--- src/rtl/regbank_sb.sv ---
`default_nettype none
// ============================================================================
// Module      : regbank_sb
// Description : DEPTH x WIDTH register bank with a load scoreboard.
//               One primary write port (ALU / REG / IMM / zero source), one
//               independent memory write-back port that completes loads, a
//               per-register busy bit for loads in flight and a per-register
//               kill bit that discards a load return overtaken by a younger
//               primary write. Two combinational read ports.
//
// Optional    : REGBANK_SB_BYPASS_EN -- when defined, the read ports forward
//               same-cycle primary write data or accepted MEM write-back data.
//
// Ports
//   i_clk                clock, rising edge
//   i_reset              synchronous active-high reset
//   i_e                  global enable for primary write and load issue
//   i_we / i_wsel        primary write request / destination
//   i_ms                 source select: 0 ALU, 1 REG, 2 IMM, 3 zero
//   i_alu/i_reg/i_imm    primary write sources
//   i_ld_issue/i_ld_dst  load issue / destination (marks busy)
//   i_mem_valid/i_mem_dst/i_mem  load write-back
//   i_ra_sel/i_rb_sel    read indices
//   o_ra/o_rb            read data
//   o_ra_busy/o_rb_busy  busy bit of the selected register
//   o_busy               full scoreboard vector
//
// Revision    : 1.0  initial release
// ============================================================================
module regbank_sb #(
    parameter int                 WIDTH     = 8,
    parameter int                 DEPTH     = 8,
    parameter int                 AW        = $clog2(DEPTH),
    parameter logic [WIDTH-1:0]   RESET_VAL = '0
) (
    input  logic             i_clk,
    input  logic             i_reset,
    input  logic             i_e,
    input  logic             i_we,
    input  logic [AW-1:0]    i_wsel,
    input  logic [1:0]       i_ms,
    input  logic [WIDTH-1:0] i_alu,
    input  logic [WIDTH-1:0] i_reg,
    input  logic [WIDTH-1:0] i_imm,
    input  logic             i_ld_issue,
    input  logic [AW-1:0]    i_ld_dst,
    input  logic             i_mem_valid,
    input  logic [AW-1:0]    i_mem_dst,
    input  logic [WIDTH-1:0] i_mem,
    input  logic [AW-1:0]    i_ra_sel,
    input  logic [AW-1:0]    i_rb_sel,
    output logic [WIDTH-1:0] o_ra,
    output logic [WIDTH-1:0] o_rb,
    output logic             o_ra_busy,
    output logic             o_rb_busy,
    output logic [DEPTH-1:0] o_busy
);

    localparam logic [1:0] c_MS_ALU = 2'd0;
    localparam logic [1:0] c_MS_REG = 2'd1;
    localparam logic [1:0] c_MS_IMM = 2'd2;

    logic             w_pw_fire;
    logic             w_ld_fire;
    logic [WIDTH-1:0] w_src;
    logic [WIDTH-1:0] w_data [DEPTH];
    logic [DEPTH-1:0] w_busy;

    // Enable gates the issue-side events only; load returns are never
    // dropped because memory has no way to retry them.
    assign w_pw_fire = i_we & i_e;
    assign w_ld_fire = i_ld_issue & i_e;

    always_comb begin
        w_src = '0;
        case (i_ms)
            c_MS_ALU: w_src = i_alu;
            c_MS_REG: w_src = i_reg;
            c_MS_IMM: w_src = i_imm;
            default:  w_src = '0;
        endcase
    end

`ifdef REGBANK_SB_BYPASS_EN
    logic [DEPTH-1:0] w_kill;
`endif

    generate
        for (genvar gi = 0; gi < DEPTH; gi++) begin : g_reg
            logic [WIDTH-1:0] r_data;
            logic             r_busy;
            logic             r_kill;
            logic             w_mem_hit;
            logic             w_pw_hit;
            logic             w_ld_hit;
            logic [WIDTH-1:0] w_data_nxt;
            logic             w_busy_nxt;
            logic             w_kill_nxt;

            assign w_mem_hit = i_mem_valid && (i_mem_dst == AW'(gi));
            assign w_pw_hit  = w_pw_fire   && (i_wsel    == AW'(gi));
            assign w_ld_hit  = w_ld_fire   && (i_ld_dst  == AW'(gi));

            // Same-index events are applied oldest first (MEM return,
            // primary write, load issue) so the youngest one decides the
            // final data and busy state.
            always_comb begin
                w_data_nxt = r_data;
                w_busy_nxt = r_busy;
                w_kill_nxt = r_kill;
                if (w_mem_hit) begin
                    if (r_kill) begin
                        // Stale return of an overtaken load: drop it.
                        w_kill_nxt = 1'b0;
                    end else begin
                        w_data_nxt = i_mem;
                        w_busy_nxt = 1'b0;
                    end
                end
                if (w_pw_hit) begin
                    // Overwriting a register with a load still pending
                    // means that load's return must be discarded.
                    w_kill_nxt = w_busy_nxt;
                    w_busy_nxt = 1'b0;
                    w_data_nxt = w_src;
                end
                if (w_ld_hit) begin
                    w_busy_nxt = 1'b1;
                    w_kill_nxt = 1'b0;
                end
            end

            always_ff @(posedge i_clk) begin
                if (i_reset) begin
                    r_data <= RESET_VAL;
                    r_busy <= 1'b0;
                    r_kill <= 1'b0;
                end else begin
                    r_data <= w_data_nxt;
                    r_busy <= w_busy_nxt;
                    r_kill <= w_kill_nxt;
                end
            end

            assign w_data[gi] = r_data;
            assign w_busy[gi] = r_busy;
`ifdef REGBANK_SB_BYPASS_EN
            assign w_kill[gi] = r_kill;
`endif
        end
    endgenerate

    assign o_busy = w_busy;

`ifdef REGBANK_SB_BYPASS_EN
    logic w_a_pw;
    logic w_a_mem;
    logic w_a_ld;
    logic w_b_pw;
    logic w_b_mem;
    logic w_b_ld;

    assign w_a_pw  = w_pw_fire && (i_wsel == i_ra_sel);
    assign w_a_mem = i_mem_valid && (i_mem_dst == i_ra_sel) && !w_kill[i_ra_sel];
    assign w_a_ld  = w_ld_fire && (i_ld_dst == i_ra_sel);
    assign w_b_pw  = w_pw_fire && (i_wsel == i_rb_sel);
    assign w_b_mem = i_mem_valid && (i_mem_dst == i_rb_sel) && !w_kill[i_rb_sel];
    assign w_b_ld  = w_ld_fire && (i_ld_dst == i_rb_sel);

    // Primary write is younger than the MEM return, so it wins the forward.
    // A forwarded value is current, so busy only reflects a load issued
    // to the same index in this cycle.
    always_comb begin
        o_ra      = w_data[i_ra_sel];
        o_ra_busy = w_busy[i_ra_sel];
        if (w_a_pw) begin
            o_ra      = w_src;
            o_ra_busy = w_a_ld;
        end else if (w_a_mem) begin
            o_ra      = i_mem;
            o_ra_busy = w_a_ld;
        end
    end

    always_comb begin
        o_rb      = w_data[i_rb_sel];
        o_rb_busy = w_busy[i_rb_sel];
        if (w_b_pw) begin
            o_rb      = w_src;
            o_rb_busy = w_b_ld;
        end else if (w_b_mem) begin
            o_rb      = i_mem;
            o_rb_busy = w_b_ld;
        end
    end
`else
    assign o_ra      = w_data[i_ra_sel];
    assign o_rb      = w_data[i_rb_sel];
    assign o_ra_busy = w_busy[i_ra_sel];
    assign o_rb_busy = w_busy[i_rb_sel];
`endif

endmodule
`default_nettype wire

--- config.mk ---
export PLATFORM = sky130hd
export DESIGN_NAME = regbank_sb
export DESIGN_NICKNAME = d
export VERILOG_FILES = /design/src/rtl/regbank_sb.sv
export SDC_FILE = /design/constraint.sdc
export NUM_CORES = 1
export LEC_CHECK = 0
export ABC_CLOCK_PERIOD_IN_PS = 1500
export BUFFER_PORTS_ARGS = -buffer_cell sky130_fd_sc_hd__buf_2
export CORE_MARGIN = 1.5
export CORE_UTILIZATION = 53
export CTS_CLUSTER_DIAMETER = 50
export CTS_CLUSTER_SIZE = 16
export DETAILED_ROUTE_END_ITERATION = 16
export PLACE_DENSITY = 0.78
export SYNTH_ARGS = -nofsm -noshare
export SYNTH_HDL_FRONTEND = slang
export SYNTH_SLANG_ARGS = --single-unit
--- constraint.sdc ---
create_clock -name i_clk -period 1.5 [get_ports i_clk]
set_input_delay 0.225 -clock i_clk [delete_from_list [all_inputs] [get_ports i_clk]]
set_output_delay 0.225 -clock i_clk [all_outputs]
set_load 0.01 [all_outputs]
; ---- Word level (Yosys, flattened, before mapping)
; Index checks and enable logic that the tools add are counted.
[word_totals]
out_inout_bits = 26
input_bits = 55
regBits = 80
word_cells = 198
[classes]
bitwise_logic = 4
n_eq_ne = 31
magnitude_cmp = 4
reduce_logical = 52
muxes = 83
[op_table]
columns = operator, count
row1 = 8-bit two-way mux, 28
row2 = 1-bit two-way mux, 50
row3 = 8-bit binary-select mux with 3-bit select, 2
row4 = 3-bit equality test (second input constant), 12
row5 = 1-bit logical AND, 24
row6 = 8-bit case mux with 3 select lines, 1
row7 = 3-bit by 2-bit equality test with 1-bit output (second input constant), 6
row8 = 2-bit by 1-bit inequality test with 1-bit output (second input constant), 8
row9 = 2-bit AND reduction, 8
row10 = 2-bit nonzero test, 8
row11 = 2-bit OR reduction, 8
row12 = 3-bit by 1-bit equality test with 1-bit output (second input constant), 3
row13 = 3-bit logical NOT, 3
row14 = 4-bit >= comparator (second input constant), 2
row15 = 3-bit by 4-bit less-than comparator with 1-bit output (second input constant), 2
row16 = 3-bit NOT with 4-bit output, 2
row17 = 1-bit binary-select mux with 3-bit select, 2
row18 = 1-bit bitwise AND, 2
row19 = 2-bit by 1-bit equality test with 1-bit output (second input constant), 1
row20 = 2-bit equality test (second input constant), 1
row21 = 2-bit logical NOT, 1

; ---- Longest topological paths before layout
[depth]
ltp_word = 5
mapped_depth = 5
depth_no_buf = 3

; ---- Worst setup path before layout
; No wires, ideal clock.
[synth_timing]
path_kind = input to output
startpoint = input i_ra_sel[1]
endpoint = output o_ra_busy
path_slack_ps = -115
required_ps = 1275
cell_stages = 4
path_buffers = 2
arrival_ps = 1390
path_cell_list = buf_2 > clkbuf_1 > mux4_2 > mux2_2
[synth_between]
elab_chain_len = 2
[synth_rtl]
columns = item, line
row1 = from (decl), 50  ; input logic [AW-1:0] i_ra_sel,
row2 = 1-bit binary-select mux with 3-bit select, 199  ; assign o_ra_busy = w_busy[i_ra_sel];
row3 = 1-bit two-way mux (implied by the code), 199
row4 = to (decl), 54  ; output logic o_ra_busy,
; No other way between the ends. The select of a mux whose other input is x is not followed.

; ---- Final worst setup path
[layout_timing]
startpoint = register g_reg[3].r_data[6]
endpoint = output o_rb[6]
[layout_between]
elab_chain_len = 3
[layout_rtl]
columns = item, line
row1 = from (decl), 90  ; logic [WIDTH-1:0] r_data;
row2 = from (signal assigned), 139  ; r_data <= w_data_nxt;
row3 = 8-bit binary-select mux with 3-bit select, 198  ; assign o_rb = w_data[i_rb_sel];
row4 = 8-bit two-way mux (implied by the code) (2 in series), 198
row5 = to (decl), 53  ; output logic [WIDTH-1:0] o_rb,
; No other way between the ends. The select of a mux whose other input is x is not followed.

==> flow_metrics.env <==
export IMPL_grt_pass1_wl_um=29800
export IMPL_drtAntennaViolNets=0
export IMPL_syn_inst=549
export IMPL_diodes=0
export IMPL_rsz0062_at_grt="yes"
export IMPL_use_met2_pct=55.2
export IMPL_fin_skew_ns=0.0103
export IMPL_drtPass1Iterations=5
export IMPL_fin_crit_sh_pct=123
export IMPL_gr_max_usage_layer="met2"
export IMPL_die_w_um=105
export IMPL_ctsRootBufferMaster="clkbuf_8"
export IMPL_slew_headroom_pct=52.8
export IMPL_grt_antenna_before_repair=0
export IMPL_p_switching_mw=1.47
export IMPL_synth_compound_area_share_pct=32.8
export IMPL_dieArea_um2=11000
export IMPL_grt_usage_pct=34.3
export IMPL_clkTransAtPathRegs_ns=0.08
export IMPL_grt_max_degree=81
export IMPL_clk_latency_ns=0.36
export IMPL_syn_area_um2=5490
export IMPL_ys_flop_type="dfxtp_1"
export IMPL_die_h_um=105
export IMPL_portBuffers=80
export IMPL_post_cts_setup_buffer_count=0
export IMPL_cts_sinks=80
export IMPL_path_max_fanout=3
export IMPL_synth_top_family_by_area="compound AO/OA/AOI/OAI gates"
export IMPL_cp_end_kind="output port"
export IMPL_violations="setup timing"
export IMPL_yosys_area_top_type="dfxtp_1"
export IMPL_htree_levels=3
export IMPL_drtIter0Drc=677
export IMPL_slew_violations=0
export IMPL_nets=668
export IMPL_swShare_pct=29.8
export IMPL_setup_ws_ns=-0.346
export IMPL_vdd_drop_max_mv=0.443
export IMPL_dp_hpwl_um=13300
export IMPL_seq_power_share_pct=45.9
export IMPL_synthMostInstantiatedCell="dfxtp_1"
export IMPL_synth_fa_ha_area_share_pct=0
export IMPL_p_comb_share_pct=21.8
export IMPL_grt_use_met1_pct=43.5
export IMPL_start_util_pct=55.4
export IMPL_ioPinCount=81
export IMPL_synth_edf_count=0
export IMPL_powerDensity_nw_per_um2=746
export IMPL_r2r_cells=3
export IMPL_finalSetupViolCount=18
export IMPL_required_ns=1.27
export IMPL_gr_total_overflow=0
export IMPL_synth_common_cells="dfxtp_1, a221oi_1, a32oi_1, o21ai_0, clkbuf_1"
export IMPL_status="finished with violations"
export IMPL_r2r_slack_ns=0.34
export IMPL_synthToLayoutAreaGrowth_pct=20.4
export IMPL_ys_seq_elements=80
export IMPL_slowest_stage="mux4_2"
export IMPL_avgSynthCellArea_um2=10.0
export IMPL_vias=5774
export IMPL_yosys_warnings=0
export IMPL_core_area_um2=9910
export IMPL_cp_endpoint="o_rb[6]"
export IMPL_max_stage_delay_ns=0.51
export IMPL_path_cells="mux4_2 -> mux2_4 -> buf_6"
export IMPL_crit_type="flip-flop to output port"
export IMPL_ys_top_cells_by_area="dfxtp_1, mux4_2, a221oi_1"
export IMPL_grt_util_met3_pct=8.23
export IMPL_p_int_mw=3.46
export IMPL_tightest_slew_ns=0.706
export IMPL_r2r_start="g_reg[4].r_kill$_SDFFE_PP0P_"
export IMPL_synth_top_area_share_pct=29.2
export IMPL_via_per_inst=7.70
export IMPL_num_rows=36
export IMPL_clock_path_buffers=2
export IMPL_fin_util_pct=66.8
export IMPL_routed_wl_um=19000
export IMPL_ys_seq_area_share_pct=29.2
export IMPL_synth_nets=604
export IMPL_worstHoldPathType="input pin to flip-flop"
export IMPL_synth_cell_type_count=38
export IMPL_regToRegEndpoint="g_reg[4].r_data[4]$_SDFFE_PP0P_"
export IMPL_crit_start="g_reg[3].r_data[6]$_SDFFE_PP0P_"
export IMPL_wl_per_cell_um=25.4
export IMPL_fmax_mhz=542
export IMPL_cts_tree="done"
export IMPL_crit_arrival_ns=1.62
export IMPL_place_congestion=0.942
export IMPL_pre_cts_ws_ns=-0.220
export IMPL_synthMuxAreaShare_pct=19.9
export IMPL_layout_min_cycle_time_ns=1.85
export IMPL_synthSimpleGateAreaFrac_pct=9.36
export IMPL_drive_above_1_share_pct=42.3
export IMPL_drc=0
export IMPL_cts_buffers=9
export IMPL_async_reset_ff_share_pct=0
export IMPL_cap_violations=0
export IMPL_grt_pass1_vias=5530
export IMPL_p_leak_nw=2.26
export IMPL_finalHoldViolations=0
export IMPL_p_clk_share_pct=32.3
export IMPL_startpoint_type="flip-flop"
export IMPL_synth_xor_area_share_pct=0
-- routing by layer --
| metal | vias to the layer above | wire length [um] |
|---|---|---|
| met3 | 86 | 2380 |
| met2 | 492 | 9050 |
| met1 | 2756 | 6780 |
| met5 | - | 0 |
| li1 | 2440 | - |
| met4 | 0 | 801 |
-- per-stage QoR --
step / setup TNS (ns) / instance area (um^2) / cells / power [mW] / hold slack (ns)
after global placement: -3.58 / 6270 / 735 / 3.27 / 0.486
after CTS: -5.43 / 6610 / 750 / 4.89 / 0.228
after global routing: -6.00 / 6620 / 750 / 5.08 / 0.238
after floorplan: 0 / 5580 / 549 / 2.92 / 0.474
after detailed placement: -5.53 / 6270 / 735 / 3.31 / 0.503
final: -5.60 / 6620 / 750 / 4.93 / 0.226
-- timing repair --
item                                    4_1_cts  5_1_grt
endpoints found under the setup margin       18       18
hold buffers                                  0        0
gates resized for setup                      46        8
-- flip-flops by register name, summed over array words and instances (netlist names) --
signal / cells
g.r_data: 64
g.r_busy: 8
g.r_kill: 8
-- how the worst min path moves through the flow --
stage          cells after the start                         endpoint                            start
2_1_floorplan                      2  g_reg[1].r_data[0]$_SDFFE_PP0P_  g_reg[1].r_data[0]$_SDFFE_PP0P_
3_3_place_gp                       2  g_reg[1].r_data[0]$_SDFFE_PP0P_  g_reg[1].r_data[0]$_SDFFE_PP0P_
3_5_place_dp                       2  g_reg[1].r_data[7]$_SDFFE_PP0P_  g_reg[1].r_data[7]$_SDFFE_PP0P_
4_1_cts                            3       g_reg[7].r_busy$_SDFF_PP0_                      i_ld_dst[1]
5_1_grt                            3       g_reg[7].r_busy$_SDFF_PP0_                      i_ld_dst[1]
6_report                           3       g_reg[7].r_busy$_SDFF_PP0_                      i_ld_dst[1]
-- cell type report --
class	count	area [um^2]
well taps	133	166
clock buffers	10	128
multi-input cells	373	3480
flip-flops and latches	80	1650
clock inverters	5	58.8
fillers	775	3290
repair buffers	141	1110
inverters	8	30.0
-- layout by cell type, fill, tap and decap left out, types with 11 or more instances in the layout --
cell type,count
buf_12,11
a32oi_1,64
mux2_4,18
dfxtp_1,44
buf_2,62
o21ai_0,64
buf_6,18
nor2_1,16
a221oi_1,64
mux4_2,36
nand4_1,17
buf_4,50
dfxtp_2,36
-- logic make-up (layout without fill, tap and decap cells) --
group                  count (synthesis)  after routing
buffers and inverters                 96            164
muxes                                 62             62
DFF                                   80             80
AOI/OAI and AO/OA                    232            232
and+or+nand+nor                       79             79
-- power by group through the flow --
stage               combinational (mW)  clock [mW]  sequential (mW)
floorplan                        0.644           0             2.28
global placement                 0.974           0             2.30
detailed placement                1.01           0             2.31
CTS                               1.04        1.58             2.26
global route                      1.12        1.68             2.27
finish                            1.07        1.59             2.27
-- worst max-delay path: cells and delay by family (launching register included) --
| kind | cells | cell delay [ns] |
|---|---|---|
| muxes | 2 | 0.80 |
| buffers and inverters | 1 | 0.12 |
| DFF | 1 | 0.34 |
(Power assumes the default switching activity.)
